<file path="config.mk">
export PLATFORM = sky130hd
export DESIGN_NAME = rf_write_arbiter
export DESIGN_NICKNAME = d
export VERILOG_FILES = /design/src/rtl/rf_write_arbiter.sv
export SDC_FILE = /design/constraint.sdc
export NUM_CORES = 1
export LEC_CHECK = 0
export BUFFER_PORTS_ARGS = -buffer_cell sky130_fd_sc_hd__buf_2
export CAP_MARGIN = 15
export CORE_MARGIN = 3
export CORE_UTILIZATION = 53
export CTS_CLUSTER_DIAMETER = 60
export CTS_CLUSTER_SIZE = 28
export DETAILED_ROUTE_END_ITERATION = 10
export PLACE_DENSITY = 0.77
export SYNTH_ARGS = -nofsm -noshare
export SYNTH_HDL_FRONTEND = slang
export SYNTH_SLANG_ARGS = --single-unit
</file>
<file path="constraint.sdc">
create_clock -name clk -period 4.1 [get_ports clk]
set_clock_uncertainty 0.1 [all_clocks]
set_input_delay 0.615 -clock clk [delete_from_list [all_inputs] [get_ports clk]]
set_output_delay 0.615 -clock clk [all_outputs]
set_load 0.05 [all_outputs]
</file>
<file path="src/rtl/rf_write_arbiter.sv">
// Two-source round-robin arbiter for the register-file write port, with a pending-write scoreboard.
// Optional RF_WR_FWD_EN adds write-stage forwarding outputs and masks busy on a forward hit.
module rf_write_arbiter #(
    parameter int unsigned DATA_W = 32,
    parameter int unsigned ADDR_W = 3
) (
    input  logic              clk,
    input  logic              n_rst,
    input  logic              a_valid,
    output logic              a_ready,
    input  logic [ADDR_W-1:0] a_addr,
    input  logic [DATA_W-1:0] a_data,
    input  logic              b_valid,
    output logic              b_ready,
    input  logic [ADDR_W-1:0] b_addr,
    input  logic [DATA_W-1:0] b_data,
    input  logic              rsv_valid,
    input  logic [ADDR_W-1:0] rsv_addr,
    input  logic [ADDR_W-1:0] ra1,
    input  logic [ADDR_W-1:0] ra2,
    output logic              busy1,
    output logic              busy2,
    output logic [ADDR_W-1:0] rf_wa,
    output logic [DATA_W-1:0] rf_wd,
    output logic              rf_we
`ifdef RF_WR_FWD_EN
    ,
    output logic              fwd1_hit,
    output logic              fwd2_hit,
    output logic [DATA_W-1:0] fwd1_data,
    output logic [DATA_W-1:0] fwd2_data
`endif
);

    localparam int unsigned NREG = 2 ** ADDR_W;

    typedef enum logic {PtrA, PtrB} rr_e;

    logic              a_full, b_full;
    logic [ADDR_W-1:0] a_wa, b_wa;
    logic [DATA_W-1:0] a_wd, b_wd;
    rr_e               rr;
    logic [NREG-1:0]   pending, pending_nxt;
    logic              grant_a, grant_b;
    logic              a_take, b_take;

    always_comb begin
        grant_a = a_full && (!b_full || (rr == PtrA));
        grant_b = b_full && (!a_full || (rr == PtrB));
    end

    // A draining entry frees its slot in the same cycle, so a new request can land on that edge.
    assign a_ready = !a_full || grant_a;
    assign b_ready = !b_full || grant_b;
    assign a_take  = a_valid && a_ready;
    assign b_take  = b_valid && b_ready;

    // Set is applied after clear so a same-edge reserve wins.
    always_comb begin
        pending_nxt = pending;
        if (rf_we) begin
            pending_nxt[rf_wa] = 1'b0;
        end
        if (rsv_valid) begin
            pending_nxt[rsv_addr] = 1'b1;
        end
    end

    always_ff @(posedge clk or negedge n_rst) begin
        if (!n_rst) begin
            a_full  <= 1'b0;
            b_full  <= 1'b0;
            a_wa    <= '0;
            b_wa    <= '0;
            a_wd    <= '0;
            b_wd    <= '0;
            rr      <= PtrA;
            pending <= '0;
            rf_we   <= 1'b0;
            rf_wa   <= '0;
            rf_wd   <= '0;
        end else begin
            if (a_take) begin
                a_full <= 1'b1;
                a_wa   <= a_addr;
                a_wd   <= a_data;
            end else if (grant_a) begin
                a_full <= 1'b0;
            end

            if (b_take) begin
                b_full <= 1'b1;
                b_wa   <= b_addr;
                b_wd   <= b_data;
            end else if (grant_b) begin
                b_full <= 1'b0;
            end

            // Pointer only moves on contended grants; a lone source never disturbs fairness.
            if (a_full && b_full) begin
                rr <= grant_a ? PtrB : PtrA;
            end

            rf_we <= grant_a || grant_b;
            if (grant_a) begin
                rf_wa <= a_wa;
                rf_wd <= a_wd;
            end else if (grant_b) begin
                rf_wa <= b_wa;
                rf_wd <= b_wd;
            end

            pending <= pending_nxt;
        end
    end

`ifdef RF_WR_FWD_EN
    assign fwd1_hit  = rf_we && (rf_wa == ra1);
    assign fwd2_hit  = rf_we && (rf_wa == ra2);
    assign fwd1_data = rf_wd;
    assign fwd2_data = rf_wd;
    assign busy1     = pending[ra1] && !fwd1_hit;
    assign busy2     = pending[ra2] && !fwd2_hit;
`else
    assign busy1 = pending[ra1];
    assign busy2 = pending[ra2];
`endif

endmodule

</file>
==> impl_results.md, run 1 <==
* Status: completed
* GRT Util Overall at 0.218
* Share of cells above drive strength 1 at 0.556
* Reg2Reg Depth at 3
* Synthesized instance count at 361
* RSZ-0062 raised after global routing: false
* Post-DP HPWL at 7.05 mm
* Chip height at 104 um
* Post-Layout Cell Count at 624
* Synthesized net count at 445
* Worst Path Max Fanout at 3
* FF-to-FF End: b_wd[14]
* Largest area contributor in the netlist: dfrtp_1
* Port Buffers at 123
* Most frequent cells in the layout: buf_2, dfrtp_1, mux2_2
* Final hold viol count at 0
* Top cells by area, synth: dfrtp_1, mux2_2, o221a_2
* Post_cts resized at 0
* Post-route DRC at 0
* Class of the worst hold path: in -> async
* Starting density of the core at 0.549
* DIE AREA at 0.0109 sq mm
* Wirelength, routed at 11.3 mm
* Overall power at 5270 uW
* Num rows at 35
* Die width at 104 um
* Count of cell types in the netlist at 21
* Final nets at 566
* Measured slew at the worst slew-check pin at 0.978 ns
* Global-route wire length before repair at 18.9 mm
* Fin. max-slew vios at 0
* Root buffer cell: clkbuf_8
* CTS tree: done
* Static Leak at 0.00288 uW
* Drt wl/cell at 18.2 um
* DR vias/cell at 5.60
* Cell Area, Synth at 0.00512 sq mm
* Number of antenna violations at the first check in global routing at 1
* Fmax at 388 MHz
* Area after DPL at 0.00578 sq mm
* Peak VDD IR at 0.435 mV
* Reg2Reg Setup Slack at 1.60 ns
* Min Tclk post-route at 2.57 ns
* Vias at 3494
* Area grow syn2layout at 24.8%
* Slew HR at 0.346
* Ports at 124
* Critical path type: reg -> out
* Total of fill cells in the finished design at 688
* CP endpoint: busy2
* Synth warn at 0
* Hold_buf cts at 0
* Placer Congestion at 0.767
* Core ar. at 0.00933 sq mm
* Fin area at 0.00639 sq mm
* CTS Buf Count at 17
* Worst setup path start: pending[7]
* Critical path data arrival time at 1.86 ns
* TritonRoute pass-1 iters at 5
* Routed Antenna Nets at 0
* Clk slew on worst S/H paths at 0.06 ns
* Vias in the first global route at 3748
* CTS sink cnt at 117
* CTS HTree Levels at 4
* Placed Cells at 592
* Core Util, Final at 0.685
* Setup crit start kind: register
* ANT cells at 0
* Final setup viols at 0
* Share of Yosys cell area claimed by the top area cell type at 0.571
* Max-Cap Viols at 0
* CTS max path bufs at 2
* PwrDens at 825 mW/mm^2
* Syn Area/Cell at 14.2 sq um
* Period utilization at 0.628
* CP Capture Type: primary output
* Reg2reg start: a_full
* Gr ovfl total at 0
* Post-synthesis sequential area ratio at 0.571
* Post-CTS Setup Bufs at 0
* Largest net degree at the start of global routing at 70
* Skew-Pair Late Insertion Delay at 0.51 ns
* Most common cell after layout, fill and taps aside: buf_2
* Setup TNS at 0 ns
* Worst Path Required at 3.38 ns
* Drt initial violations at 165
* FF+latch count, synth at 117
## report_power, final
part,total (uW),internal [uW],switching [uW]
Sequential,1850,1570,284
Combinational,1940,726,1210
Clock,1480,971,513
Total,5270,3260,2010
## worst max-delay path, stage by stage (launching register included)
cell     delay [ns]
dfrtp_1        0.39
mux4_2         0.48
mux2_2         0.28
buf_2          0.21
## how the worst min path moves through the flow
stage,start,endpoint,slack (ns),cells after the start
after floorplan,n_rst,a_full,0.22,0
after global placement,b_wd[7],b_wd[7],0.39,1
after detailed placement,b_wd[4],b_wd[4],0.40,1
after CTS,n_rst,pending[5],0.04,1
after global routing,n_rst,pending[0],0.07,1
final,n_rst,pending[7],0.03,1
## cells in the mapped netlist
cell type  number
nand3b_1        2
buf_2           9
o21ai_0        12
mux4_2          4
o31ai_1         4
nand2_2         3
and2b_1         3
nand2_1         8
mux2_2         72
nor2b_1        31
nand2b_1        7
or2b_1          2
buf_4           2
a211o_1        34
buf_6           4
clkbuf_1        8
clkbuf_8        2
or2_2           1
dfrtp_1       117
nand3_1         1
o221a_2        35
## routing by layer
metal,wire length [um],GRT usage,vias to the layer above
met4,97,0.0712,2
met1,4920,0.271,1777
met3,520,0.0565,12
met5,7,0,-
met2,5780,0.372,100
li1,-,-,1603
## per-stage QoR
step,setup WS [ns],hold slack [ns]
CTS,1.50,0.0376
global route,1.42,0.0655
global placement,1.62,0.388
detailed placement,1.61,0.395
floorplan,1.92,0.219
finish,1.53,0.0321
## state kept, by name, summed over array words and instances, names as in the netlist
name,count
rf_we,1
b_wa,3
rf_wd,32
b_wd,32
pending,8
b_full,1
a_wd,32
rr,1
a_full,1
a_wa,3
rf_wa,3
## layout make-up
class	count	area, sq um	share of cell area
flip-flops and latches	117	2930	0.458
multi-input cells	219	2030	0.318
repair buffers	127	661	0.103
clock buffers	20	455	0.0712
well taps	129	161	0.0252
clock inverters	12	153	0.0239
## kinds of logic (layout without fill, tap and decap cells)
kind of cell / count (synthesis) / in the layout / synth area share
mux: 76 / 76 / 0.176
simple gates: 58 / 58 / 0.0684
buf+inv: 25 / 159 / 0.0317
compound gates: 85 / 85 / 0.153
flops: 117 / 117 / 0.571
No activity file was read; power rests on OpenSTA's default activity.
==> inputs of run 2 (changes only) <==
Settings changed: ABC_AREA set to 1.
Clock period 4.1 ns to 2.5 ns, I/O delays scaled along.
==> impl_results.md, run 2 <==
* Status: completed
* Post-synthesis sequential area ratio at 0.540
* ANT cells at 0
* Setup TNS at 0 ns
* Post-Layout Cell Count at 942
* Share of Yosys cell area claimed by the top area cell type at 0.540
* Largest net degree at the start of global routing at 64
* CTS Buf Count at 17
* Fin. max-slew vios at 0
* Synth Area in Simple Gates at 0.322
* Min Tclk post-route at 2.26 ns
* Port Buffers at 123
* Share of cells above drive strength 1 at 0.235
* CTS sink cnt at 117
* Drt initial violations at 321
* Final worst slack at 0.240 ns
* Post-Synth XOR/XNOR Area at 0
* Combinational family with the most area after synthesis: simple AND/OR/NAND/NOR gates
* Setup crit start kind: register
* Final hold viol count at 0
* Gr ovfl total at 0
* GRT Util Overall at 0.255
* Drt wl/cell at 15.1 um
* DR vias/cell at 5.19
* EDFF count, synth at 0
* Largest regs: a_wd: 32 flops, b_wd: 32 flops, rf_wd: 32 flops
* PwrDens at 1450 mW/mm^2
* Most common cell after layout, fill and taps aside: nand2_1
* Worst Path Required at 2.03 ns
* Area grow syn2layout at 25.2%
* Core ar. at 0.00986 sq mm
* CTS tree: done
* Fmax at 443 MHz
* RSZ-0062 raised after global routing: false
* Cell breakdown of the critical path: nand2_4, nand3_2, buf_2
* Die width at 107 um
* Skew-Pair Late Insertion Delay at 0.50 ns
* CP Capture Type: primary output
* Critical path data arrival time at 1.78 ns
* Synth warn at 0
* Placed Cells at 894
* CTS HTree Levels at 4
* Ports at 124
* Final setup viols at 0
* Synthesized instance count at 666
* Chip height at 107 um
* Synth Area in Adders at 0
* Post-DP HPWL at 8.83 mm
* Synth Area in Compound Gates at 0.0480
* Number of antenna violations at the first check in global routing at 0
* FF+latch count, synth at 117
* Dpl ws at 0.550 ns
* Count leader, synth: nand2_1
* Final nets at 880
* Leading cell types by count after synthesis: nand2_1, dfrtp_1, nand3_1
* Num rows at 36
* TritonRoute pass-1 iters at 5
* Worst Path Max Fanout at 16
* Area of the multi-input gates at 0.00201 sq mm
* Class of the worst hold path: in -> reg
* Post-CTS Setup Bufs at 0
* Seq. cell area at 0.00293 sq mm
* Total of fill cells in the finished design at 738
* Period utilization at 0.904
* Most frequent cells in the layout: nand2_1, buf_2, dfrtp_1
* Slew HR at 0.506
* Cell Area, Synth at 0.00543 sq mm
* Max-Cap Viols at 0
* Mux contribution to synthesized area at 0
* Measured slew at the worst slew-check pin at 0.738 ns
* Primary FF master, synth: dfrtp_1
* CTS max path bufs at 2
* Synthesized net count at 750
* Syn Area/Cell at 8.15 sq um
* Post-route DRC at 0
* Largest area contributor in the netlist: dfrtp_1
* CP bufs+invs at 1
* Area after DPL at 0.00600 sq mm
* CP max-delay cell: dfrtp_1
* Placer Congestion at 0.850
* Global-route wire length before repair at 23.1 mm
* Post_cts resized at 0
* Top cells by area, synth: dfrtp_1, nand2_1, nand3_1
* Vias at 4892
* Crit path max-delay family: simple AND/OR/NAND/NOR gates
* Starting density of the core at 0.550
* Ys async rst share at 1.00
* Fin area at 0.00680 sq mm
* Critical path type: reg -> out
* Static Leak at 0.00379 uW
* Crit-path max cell delay at 0.44 ns
* Routed Antenna Nets at 0
* Vias in the first global route at 4925
* Wirelength, routed at 14.2 mm
* DIE AREA at 0.0115 sq mm
* Count of cell types in the netlist at 22
* Root buffer cell: clkbuf_8
* Peak VDD IR at 0.868 mV
* Clk slew on worst S/H paths at 0.06 ns
## run 2: changes by cell type after synthesis, sizes merged, moves of 31 or more
cell   delta
nand2   +273
nand3    +84
mux2     -72
inv      +58
o21ai    +40
o221a    -35
a211o    -34
nor2b    -31
or2      +31
## run 2: power breakdown
group / leakage (uW) / internal, uW / switching [uW]
clock network: 0.000295 / 1690 / 857
registers: 0.00141 / 2700 / 449
logic: 0.00208 / 1110 / 3020
## run 2: area by class of cell
type | instances | area share
clock inverter | 12 | 0.0260
timing repair buffer | 146 | 0.124
tap | 133 | 0.0245
clock buffer | 20 | 0.0670
inverter | 58 | 0.0320
multi-input combinational | 456 | 0.296
sequential | 117 | 0.431
## run 2: logic make-up after synthesis
family | after synthesis
buf+inv | 93
compound gates | 52
flops | 117
simple gates | 404
## run 2: repair_timing
item / in CTS / in global routing
hold endpoints to repair: 41 / 0
endpoints found under the setup margin: 0 / 0
hold buffers: 16 / 0
## run 2: worst register-to-register path, cell delays in order (launching register included)
cell,delay (ns)
dfrtp_1,0.44
nand2_4,0.15
nand3_2,0.33
nand2_2,0.70
nand2_1,0.16
nand2_1,0.10
## run 2: through the flow
stage	power (uW)	hold WS, ns	util
2_1_floorplan	6360	-0.0206	-
3_5_place_dp	7210	0.224	0.609
4_1_cts	9840	0.00146	0.689
3_3_place_gp	7080	0.221	0.609
6_report	9820	0.0150	0.689
5_1_grt	10400	0.00780	0.689
## run 2: worst paths after layout
kind	start	endpoint	slack, ns	cells after the start
worst max-delay path	b_full	b_ready	0.24	3
worst min-delay path	b_data[5]	b_wd[5]	0.02	3
worst max register to register	b_full	b_wd[22]	0.46	5
worst min register to register	b_wd[31]	b_wd[31]	0.37	2
max in group asynchronous	n_rst	a_wa[0]	1.32	3
min in group asynchronous	n_rst	rf_wd[29]	0.26	2
## run 2: metal layers
layer / vias up / GRT usage / part of all wire
li1: 2333 / - / -
met1: 2309 / 0.340 / 0.42
met2: 229 / 0.420 / 0.49
met3: 21 / 0.0518 / 0.082
met4: 0 / 0.0831 / 0.016
met5: - / 0 / 0
